File: config.mk
export PLATFORM = sky130hd
export DESIGN_NAME = sa_nxn_ws
export DESIGN_NICKNAME = d
export VERILOG_FILES = /design/src/rtl/sa_nxn_ws_pkg.sv /design/src/rtl/sa_nxn_ws_pe.sv /design/src/rtl/sa_nxn_ws.sv
export SDC_FILE = /design/constraint.sdc
export NUM_CORES = 2
export LEC_CHECK = 0
export BUFFER_PORTS_ARGS = -buffer_cell sky130_fd_sc_hd__buf_2
export CAP_MARGIN = 15
export CELL_PAD_IN_SITES_DETAIL_PLACEMENT = 0
export CELL_PAD_IN_SITES_GLOBAL_PLACEMENT = 2
export CORE_ASPECT_RATIO = 0.75
export CORE_MARGIN = 2
export CORE_UTILIZATION = 41
export DETAILED_ROUTE_END_ITERATION = 12
export GPL_TIMING_DRIVEN = 1
export PLACE_DENSITY_LB_ADDON = 0.05
export SYNTH_ARGS = -nofsm -noshare
export SYNTH_HDL_FRONTEND = slang
export SYNTH_SLANG_ARGS = --single-unit
File: constraint.sdc
create_clock -name clk -period 4.75 [get_ports clk]
set_input_delay 0 -clock clk [delete_from_list [all_inputs] [get_ports clk]]
set_output_delay 0 -clock clk [all_outputs]
set_load 0.01 [all_outputs]
File: src/rtl/sa_nxn_ws_pkg.sv
// Shared definitions for the N x N weight-stationary systolic array.
//   sa_state_e : weight-load state machine (EMPTY, LOAD, LOADED)
//   sa_aw()    : default accumulator width, 2*DW + clog2(N)
package sa_pkg;

  typedef enum logic [1:0] {
    EMPTY  = 2'd0,
    LOAD   = 2'd1,
    LOADED = 2'd2
  } sa_state_e;

  function automatic int sa_aw(input int n, input int dw);
    return 2 * dw + $clog2(n);
  endfunction

endpackage

File: src/rtl/sa_nxn_ws_pe.sv
// Single processing element of the weight-stationary array.
// Holds one weight, forwards the activation one column to the right and
// adds its product to the partial sum coming from the PE above.
// Ports:
//   clk, rst  : clock, synchronous active-high reset
//   w_en/w_in : weight load enable and value
//   a_in      : activation from the left
//   psum_in   : partial sum from above
//   a_out     : registered activation to the right
//   psum_out  : registered partial sum downwards
// Build option: SA_SIGNED_EN selects two's-complement operands.
module sa_pe #(
  parameter int DW = 8,
  parameter int AW = 18
) (
  input  logic          clk,
  input  logic          rst,
  input  logic          w_en,
  input  logic [DW-1:0] w_in,
  input  logic [DW-1:0] a_in,
  input  logic [AW-1:0] psum_in,
  output logic [DW-1:0] a_out,
  output logic [AW-1:0] psum_out
);

  logic [DW-1:0] w_q;
  logic [AW-1:0] prod_ext;

`ifdef SA_SIGNED_EN
  logic signed [2*DW-1:0] prod;
  // Operands are sign-extended to 2*DW so the low 2*DW bits are exact.
  assign prod     = $signed({{DW{a_in[DW-1]}}, a_in}) * $signed({{DW{w_q[DW-1]}}, w_q});
  assign prod_ext = AW'(prod);
`else
  logic [2*DW-1:0] prod;
  assign prod     = {{DW{1'b0}}, a_in} * {{DW{1'b0}}, w_q};
  assign prod_ext = AW'(prod);
`endif

  always_ff @(posedge clk) begin
    if (rst) begin
      w_q      <= '0;
      a_out    <= '0;
      psum_out <= '0;
    end else begin
      if (w_en) w_q <= w_in;
      a_out    <= a_in;
      psum_out <= psum_in + prod_ext;
    end
  end

endmodule

File: src/rtl/sa_nxn_ws.sv
// N x N weight-stationary systolic array, matrix-vector streaming.
// Weights are loaded one row per beat; activation rows stream one per cycle
// unskewed. Inputs are skewed and outputs deskewed internally so each
// accepted row returns one result row exactly 2N cycles later.
// Ports:
//   clk, rst              : clock, synchronous active-high reset
//   w_load, w_in, w_ready : weight row beat handshake
//   a_valid, a_in, a_ready: activation row handshake
//   c_valid, c_out        : result row (c_out holds between pulses)
//   busy                  : rows still in flight
// Build option: SA_SIGNED_EN selects two's-complement arithmetic.
module sa_nxn_ws
  import sa_pkg::*;
#(
  parameter int N  = 3,
  parameter int DW = 8,
  parameter int AW = sa_aw(N, DW)
) (
  input  logic            clk,
  input  logic            rst,
  input  logic            w_load,
  input  logic [N*DW-1:0] w_in,
  output logic            w_ready,
  input  logic            a_valid,
  input  logic [N*DW-1:0] a_in,
  output logic            a_ready,
  output logic            c_valid,
  output logic [N*AW-1:0] c_out,
  output logic            busy
);

  localparam int WRW = (N > 1) ? $clog2(N) : 1;
  localparam int CW  = $clog2(2 * N + 1);

  sa_state_e        state_q, state_d;
  logic [WRW-1:0]   wrow_q, wrow_d;
  logic [CW-1:0]    inflight_q;
  logic [2*N-1:0]   vtag_q;
  logic             w_acc, a_acc, tag_out;

  logic [DW-1:0]    a_h   [N][N+1];
  logic [AW-1:0]    p_v   [N+1][N];
  logic [AW-1:0]    col_res [N];

  // Inside LOAD beats are always still pending (the last beat leaves LOAD),
  // so readiness reduces to the array being drained.
  assign w_ready = (inflight_q == '0);
  assign a_ready = (state_q == LOADED);
  assign busy    = (inflight_q != '0);
  assign w_acc   = w_load && w_ready;
  assign a_acc   = a_valid && a_ready;
  assign tag_out = vtag_q[2*N-1];

  always_ff @(posedge clk) begin
    if (rst) begin
      state_q <= EMPTY;
      wrow_q  <= '0;
    end else begin
      state_q <= state_d;
      wrow_q  <= wrow_d;
    end
  end

  // EMPTY and LOADED always sit at wrow 0, so any accepted beat there is row 0.
  always_comb begin
    state_d = state_q;
    wrow_d  = wrow_q;
    if (w_acc) begin
      case (state_q)
        LOAD: begin
          if (wrow_q == WRW'(N - 1)) begin
            state_d = LOADED;
            wrow_d  = '0;
          end else begin
            wrow_d = wrow_q + 1'b1;
          end
        end
        default: begin
          state_d = LOAD;
          wrow_d  = WRW'(1);
        end
      endcase
    end
  end

  // Inflight drops on the edge that raises c_valid, so it never exceeds 2N.
  always_ff @(posedge clk) begin
    if (rst) begin
      inflight_q <= '0;
      vtag_q     <= '0;
    end else begin
      vtag_q <= {vtag_q[2*N-2:0], a_acc};
      case ({a_acc, tag_out})
        2'b10:   inflight_q <= inflight_q + 1'b1;
        2'b01:   inflight_q <= inflight_q - 1'b1;
        default: inflight_q <= inflight_q;
      endcase
    end
  end

  // Input register plus r extra stages for row r; bubbles inject zeros.
  for (genvar r = 0; r < N; r++) begin : g_skew
    logic [DW-1:0] sk [r+1];
    logic          unused_a;

    always_ff @(posedge clk) begin
      if (rst) begin
        for (int k = 0; k <= r; k++) sk[k] <= '0;
      end else begin
        sk[0] <= a_acc ? a_in[r*DW +: DW] : '0;
        for (int k = 1; k <= r; k++) sk[k] <= sk[k-1];
      end
    end

    assign a_h[r][0] = sk[r];
    assign unused_a  = ^a_h[r][N];
  end

  for (genvar c = 0; c < N; c++) begin : g_top
    assign p_v[0][c] = '0;
  end

  for (genvar r = 0; r < N; r++) begin : g_row
    for (genvar c = 0; c < N; c++) begin : g_col
      sa_pe #(.DW(DW), .AW(AW)) u_pe (
        .clk      (clk),
        .rst      (rst),
        .w_en     (w_acc && (wrow_q == WRW'(r))),
        .w_in     (w_in[c*DW +: DW]),
        .a_in     (a_h[r][c]),
        .psum_in  (p_v[r][c]),
        .a_out    (a_h[r][c+1]),
        .psum_out (p_v[r+1][c])
      );
    end
  end

  // Column c finishes c cycles after column 0; delay it N-1-c to realign.
  for (genvar c = 0; c < N; c++) begin : g_deskew
    localparam int D = N - 1 - c;
    if (D == 0) begin : g_direct
      assign col_res[c] = p_v[N][c];
    end else begin : g_dly
      logic [AW-1:0] ds [D];
      always_ff @(posedge clk) begin
        if (rst) begin
          for (int k = 0; k < D; k++) ds[k] <= '0;
        end else begin
          ds[0] <= p_v[N][c];
          for (int k = 1; k < D; k++) ds[k] <= ds[k-1];
        end
      end
      assign col_res[c] = ds[D-1];
    end
  end

  always_ff @(posedge clk) begin
    if (rst) begin
      c_valid <= 1'b0;
      c_out   <= '0;
    end else begin
      c_valid <= tag_out;
      if (tag_out) begin
        for (int c = 0; c < N; c++) c_out[c*AW +: AW] <= col_res[c];
      end
    end
  end

endmodule

# Word-level counts from Yosys, hierarchy flattened
# Memory sizes are Yosys's and may differ from the RTL's. A register that Yosys moved wholly into a read port is not among the register bits.
# Index checks and enable logic that the tools add are counted.
# op_classes
addsub	9
n_mul	9
eq_ne	7
mux	22
bitwise	7
n_reduce_logical	12
# ops
op	count
8-bit by 8-bit multiplier with 16-bit output	9
18-bit by 16-bit adder with 18-bit output	6
8-bit two-way mux	9
18-bit two-way mux	3
18-bit OR reduction	1
2-bit two-way mux	4
8-bit OR reduction	1
1-bit bitwise OR	7
2-bit by 1-bit == test with 1-bit output (second input constant)	3
2-bit == test (second input constant)	3
3-bit one-hot mux with 2 select lines	1
1-bit logical AND	5
1-bit two-way mux	5
3-bit by 1-bit adder with 3-bit output (second input constant)	1
3-bit zero test	1
3-bit nonzero test	1
3-bit by 1-bit subtractor with 3-bit output (second input constant)	1
2-bit by 1-bit adder with 2-bit output (second input constant)	1
2-bit zero test	1
2-bit inequality test (second input constant)	1
2-bit AND reduction	1
2-bit nonzero test	1
# totals
reg_bits	350
mem_bits_rw	102
inputBits	52
out_inout_bits	58
memories	5
# mem_list
name	depth	width	rd	rd_clocked_by_memory_dff	wr	line_no	source
g_deskew[0].g_dly.ds	2	18	2	1	2	sa_nxn_ws.sv:144	logic [AW-1:0] ds [D];
g_skew[2].sk	3	8	3	0	3	sa_nxn_ws.sv:103	logic [DW-1:0] sk [r+1];
g_deskew[1].g_dly.ds	1	18	1	1	1	sa_nxn_ws.sv:144	
g_skew[1].sk	2	8	2	0	2	sa_nxn_ws.sv:103	
g_skew[0].sk	1	8	1	0	1	sa_nxn_ws.sv:103	

# Logic depth before layout (Yosys ltp)
# logic_depth
depth_word	4
ltp_mapped	18
depth_no_buf	17

# Hierarchy
# A second synthesis with hierarchy kept.
# hier_totals
hier_cells	4097
area_unflattened_um2	37787.5
# by_module_without_submodules
mod	instances	cells_per_inst	area_per_inst_um2	seq_area_each_um2
sa_pe at g_row[1].g_col[0].u_pe ...	4	401	3584.7	680.7
sa_pe at g_row[0].g_col[0].u_pe ...	2	409	3662.3	680.7
sa_nxn_ws	1	447	5170.0	3403.3
sa_pe at g_row[0].g_col[1].u_pe	1	408	3657.3	680.7
sa_pe at g_row[2].g_col[2].u_pe	1	410	3657.3	680.7
sa_pe at g_row[2].g_col[1].u_pe	1	410	3639.7	680.7

# Least setup slack after synthesis
# No wires, ideal clock.
# synth_path
path_type	reg2reg
startpoint	reg g_row[0].g_col[1].u_pe.a_out[5]
endpoint	reg g_row[0].g_col[2].u_pe.psum_out[14]
t_arrival_ns	4.211
required_ns	4.676
path_slack_ns	0.465
stages_incl_launch_ff	17
period_less_slack_ns	4.285
path_cell_list	dfxtp_1 -> and2_1 -> fa_1 -> inv_1 -> fa_1 -> inv_1 -> fa_1 -> inv_1 -> fa_1 -> inv_1 -> ha_1 -> o21a_1 -> o21a_1 -> o22ai_2 -> o21ai_1 -> or4b_1 -> a31oi_1
# synth_via
elab_chain_len	1
# synth_lines
element	line_no	source
start: declaration	sa_nxn_ws_pe.sv:22	output logic [DW-1:0] a_out,
start signal: assignment	sa_nxn_ws_pe.sv:47	a_out <= a_in;
8-bit by 8-bit multiplier with 16-bit output	sa_nxn_ws_pe.sv:36	assign prod = {{DW{1'b0}}, a_in} * {{DW{1'b0}}, w_q};
end signal: assignment	sa_nxn_ws_pe.sv:48	psum_out <= psum_in + prod_ext;
end: declaration	sa_nxn_ws_pe.sv:23	output logic [AW-1:0] psum_out
# No other way between the ends.
# A chain may end at the register's enable or synchronous reset.

==> results.toml <==
[logic_synthesis]
syn-num-nets = 4668
yosys.cell_types.count = 68
yosysMostFrequentCell = "inv_1"
yosysTopAreaCellShare = 0.2553
synth_seq_cells = 446
yosysWarnings = 0
synth_edf_count = 0
ys_top_cells_by_area = "dfxtp_1 (26%), fa_1 (24%), ha_1 (12%)"
yosys.area.top_type = "dfxtp_1"
ys.flop_type = "dfxtp_1"
synth_seq_area_share = 0.2553
async_flop_share = 0
synth.avg_cell_area_sq_um = 9.066
syn-cell-area_sq_mm = 0.03498
synth_common_cells = "inv_1 (742), dfxtp_1 (446), fa_1 (412)"
synthCells = 3858

[die]
initial_core_util = 0.4151
fp.dieArea_sq_mm = 0.08769
io_pins = 110
fp.coreArea_sq_mm = 0.08426
die_w_um = 341.3
row_count = 92
die_h_um = 256.9

[critical_path]
regToRegStartpoint = "g_skew[2].sk[0][21]$_SDFF_PP0_"
startpoint = "g_skew[2].sk[0][21]$_SDFF_PP0_"
ff2ff_setup_slack_ps = 200
cp.required_ps = 5280
path_delay_family = "adder cells"
start_kind = "register"
criticalPathCategory = "register to register"
cpMaxStageDelayCell = "dfxtp_1"
path_buf_inv = 3
worst_ep_arrival_time_ps = 5070
crit_top_cell = "fa_1"
cp_max_fo = 9
slowest_delay_ps = 530
crit_chain = "nand2_1 -> fa_1 -> inv_1 -> fa_1 -> inv_1 -> fa_1 -> fa_1 -> inv_1 -> ha_1 -> a21o_1 -> a21oi_1 -> a211oi_1 -> o31a_1 -> o21a_1 -> nor3_1"
endpoint_kind = "register"

[grt]
top_usage_layer = "met1"
grt.total_usage = 0.1888
grt_first_pass_wirelength_um = 134100
grt_use_met1 = 0.3069
antenna_found_initial = 1
grt_pass1_vias = 24156
grt_max_degree = 140
grt-ovfl-total = 0
use_met2 = 0.2608
grt.met3_usage = 0.02564

[layout]
final_nets = 4820
syn_to_final_growth_pct = 12.02
stdcell_count = 5181
fillers = 8397
multiInputGateArea_sq_mm = 0.02292
regArea_sq_mm = 0.008940
fin_util = 0.4650
drive_gt1_frac = 0.06614

[cts]
h-tree-depth = 2
cts_tree = "yes"
cts_root_buf = "clkbuf_16"
clk_pin_slew_ps = 60
clock_path_buffers = 3
clock_latency_ps = 620
cts_made_buffers = 51
clock-sinks = 446

[timing]
fin_crit_ps = 4546
fmaxAchievable_mhz = 220.0
max_slew.worst_pin.slew_ps = 1037
slew_viol_final = 0
finalSetupViolations = 0
hold_viol = 0
finalClockSkew_ps = 28.81
slew_headroom = 0.3078
fin_crit_sh = 0.9570
finalHoldWorstSlack_ps = 112.4
rsz0062_at_grt = "no"
setup_tns_ps = 0

[run]
cap_violations = 0

[power]
power_mw = 8.191
ir_drop_mv = 0.2822
leakagePower_nw = 19.32
p_per_area_mw_per_mm2 = 209.1

[detailed_routing]
vias_per_cell = 4.553
drc = 0
wl_um = 80590
first_iter_violations = 1067
wl_per_cell_um = 15.56
ant_nets = 0
num_vias = 23589
first_pass_iters = 5

[placed_design]
routabilityCongestion = 0.8123
io_buffers = 109
placed_cells = 5034
hpwlAfterDp_um = 63770

[status]
status = "finished, final reports clean"

[hold_path]
hp-class = "input pin to register"
min-delay-start = "a_in[11]"
[power by group]
part / total (mW) / switching, mW / internal, mW / leakage [nW]
Clock: 4.15 / 1.78 / 2.36 / 0.843
Sequential: 3.82 / 0.0580 / 3.76 / 3.60
Combinational: 0.222 / 0.147 / 0.0750 / 14.9
Total: 8.19 / 1.99 / 6.20 / 19.3
[cell type report]
type                            instances  share of cell area
Antenna cell                            1          0.00006387
Clock buffer                           56             0.03331
Clock inverter                         39             0.01210
Inverter                              742             0.07109
Multi-Input combinational cell       2576              0.5851
Sequential cell                       446              0.2282
Tap cell                             1128             0.03602
Timing Repair Buffer                  193             0.03417
[state kept, by name, summed over array words and instances, names as in the netlist]
name and flops:
wrow_q 2, state_q 2, c_out 54, g_skew.sk 48, g_deskew.g_dly.ds 54, g_row.g_col.u_pe.a_out 48, g_row.g_col.u_pe.psum_out 156, vtag_q 6
c_valid 1, g_row.g_col.u_pe.w_q 72, inflight_q 3
[timing repair]
| action | in CTS | in global routing |
|---|---|---|
| gates resized for setup | 0 | 10 |
| hold endpoints to repair | 177 | 0 |
| setup buffers | 0 | 0 |
| setup endpoints to repair | 0 | 6 |
| hold buffers | 51 | 0 |
[tightest hold or removal path, cell delays in order]
cell and delay [ps]:
dlygate4sd3_1 510, buf_2 90, and2_1 100
[kinds of logic (layout without fill, tap and decap cells)]
logic type | Yosys count | in the layout | share of synthesized area
AOI/OAI and AO/OA | 369 | 369 | 0.06639
xor gates and xnor gates | 60 | 60 | 0.01502
adders and majority gates | 758 | 758 | 0.3596
buffers and inverters | 836 | 1030 | 0.09022
DFF | 446 | 446 | 0.2553
muxes | 67 | 67 | 0.01946
other | 0 | 1 | 0
and+or+nand+nor | 1322 | 1322 | 0.1940
[placed cells by master (no fill, tap or decap), types with 8 or more instances in the layout]
cell,count
or3_1,8
o21a_1,27
nor3_1,46
o31a_1,8
xnor2_1,40
nand2_1,391
nand3_1,18
mux2i_1,59
o31ai_1,8
a21o_1,27
xor2_1,20
mux2_2,8
o21bai_1,11
nor2_1,191
clkbuf_16,51
a21oi_1,144
clkinvlp_4,10
nand2b_1,11
ha_1,346
nor2b_1,202
a31oi_1,10
and2_1,409
buf_2,108
dfxtp_1,439
o21ai_0,56
a211oi_1,31
inv_1,742
buf_4,31
fa_1,412
clkinv_2,10
dlygate4sd3_1,51
[final timing paths]
path                                                                       end  cells past startpoint
worst min-delay path                             g_skew[1].sk[0][3]$_SDFF_PP0_                      3
worst max register to register  g_row[2].g_col[0].u_pe.psum_out[14]$_SDFF_PP0_                     15
worst max-delay path            g_row[2].g_col[0].u_pe.psum_out[14]$_SDFF_PP0_                     15
worst min register to register                  g_skew[2].sk[0][16]$_SDFF_PP0_                      1
[metal layers]
metal / up-vias / wire length, um
met4: 0 / 1475
met5: - / 0
met1: 11056 / 46440
met3: 77 / 2630
li1: 12192 / -
met2: 264 / 30050
[metrics by stage]
stage,setup WS (ps),cell area [sq um]
2_1_floorplan,464.6,34980
3_3_place_gp,212.6,36860
3_5_place_dp,194.0,36860
4_1_cts,189.3,39150
5_1_grt,0.3966,39180
6_report,204.4,39180
(Power assumes the default switching activity.)
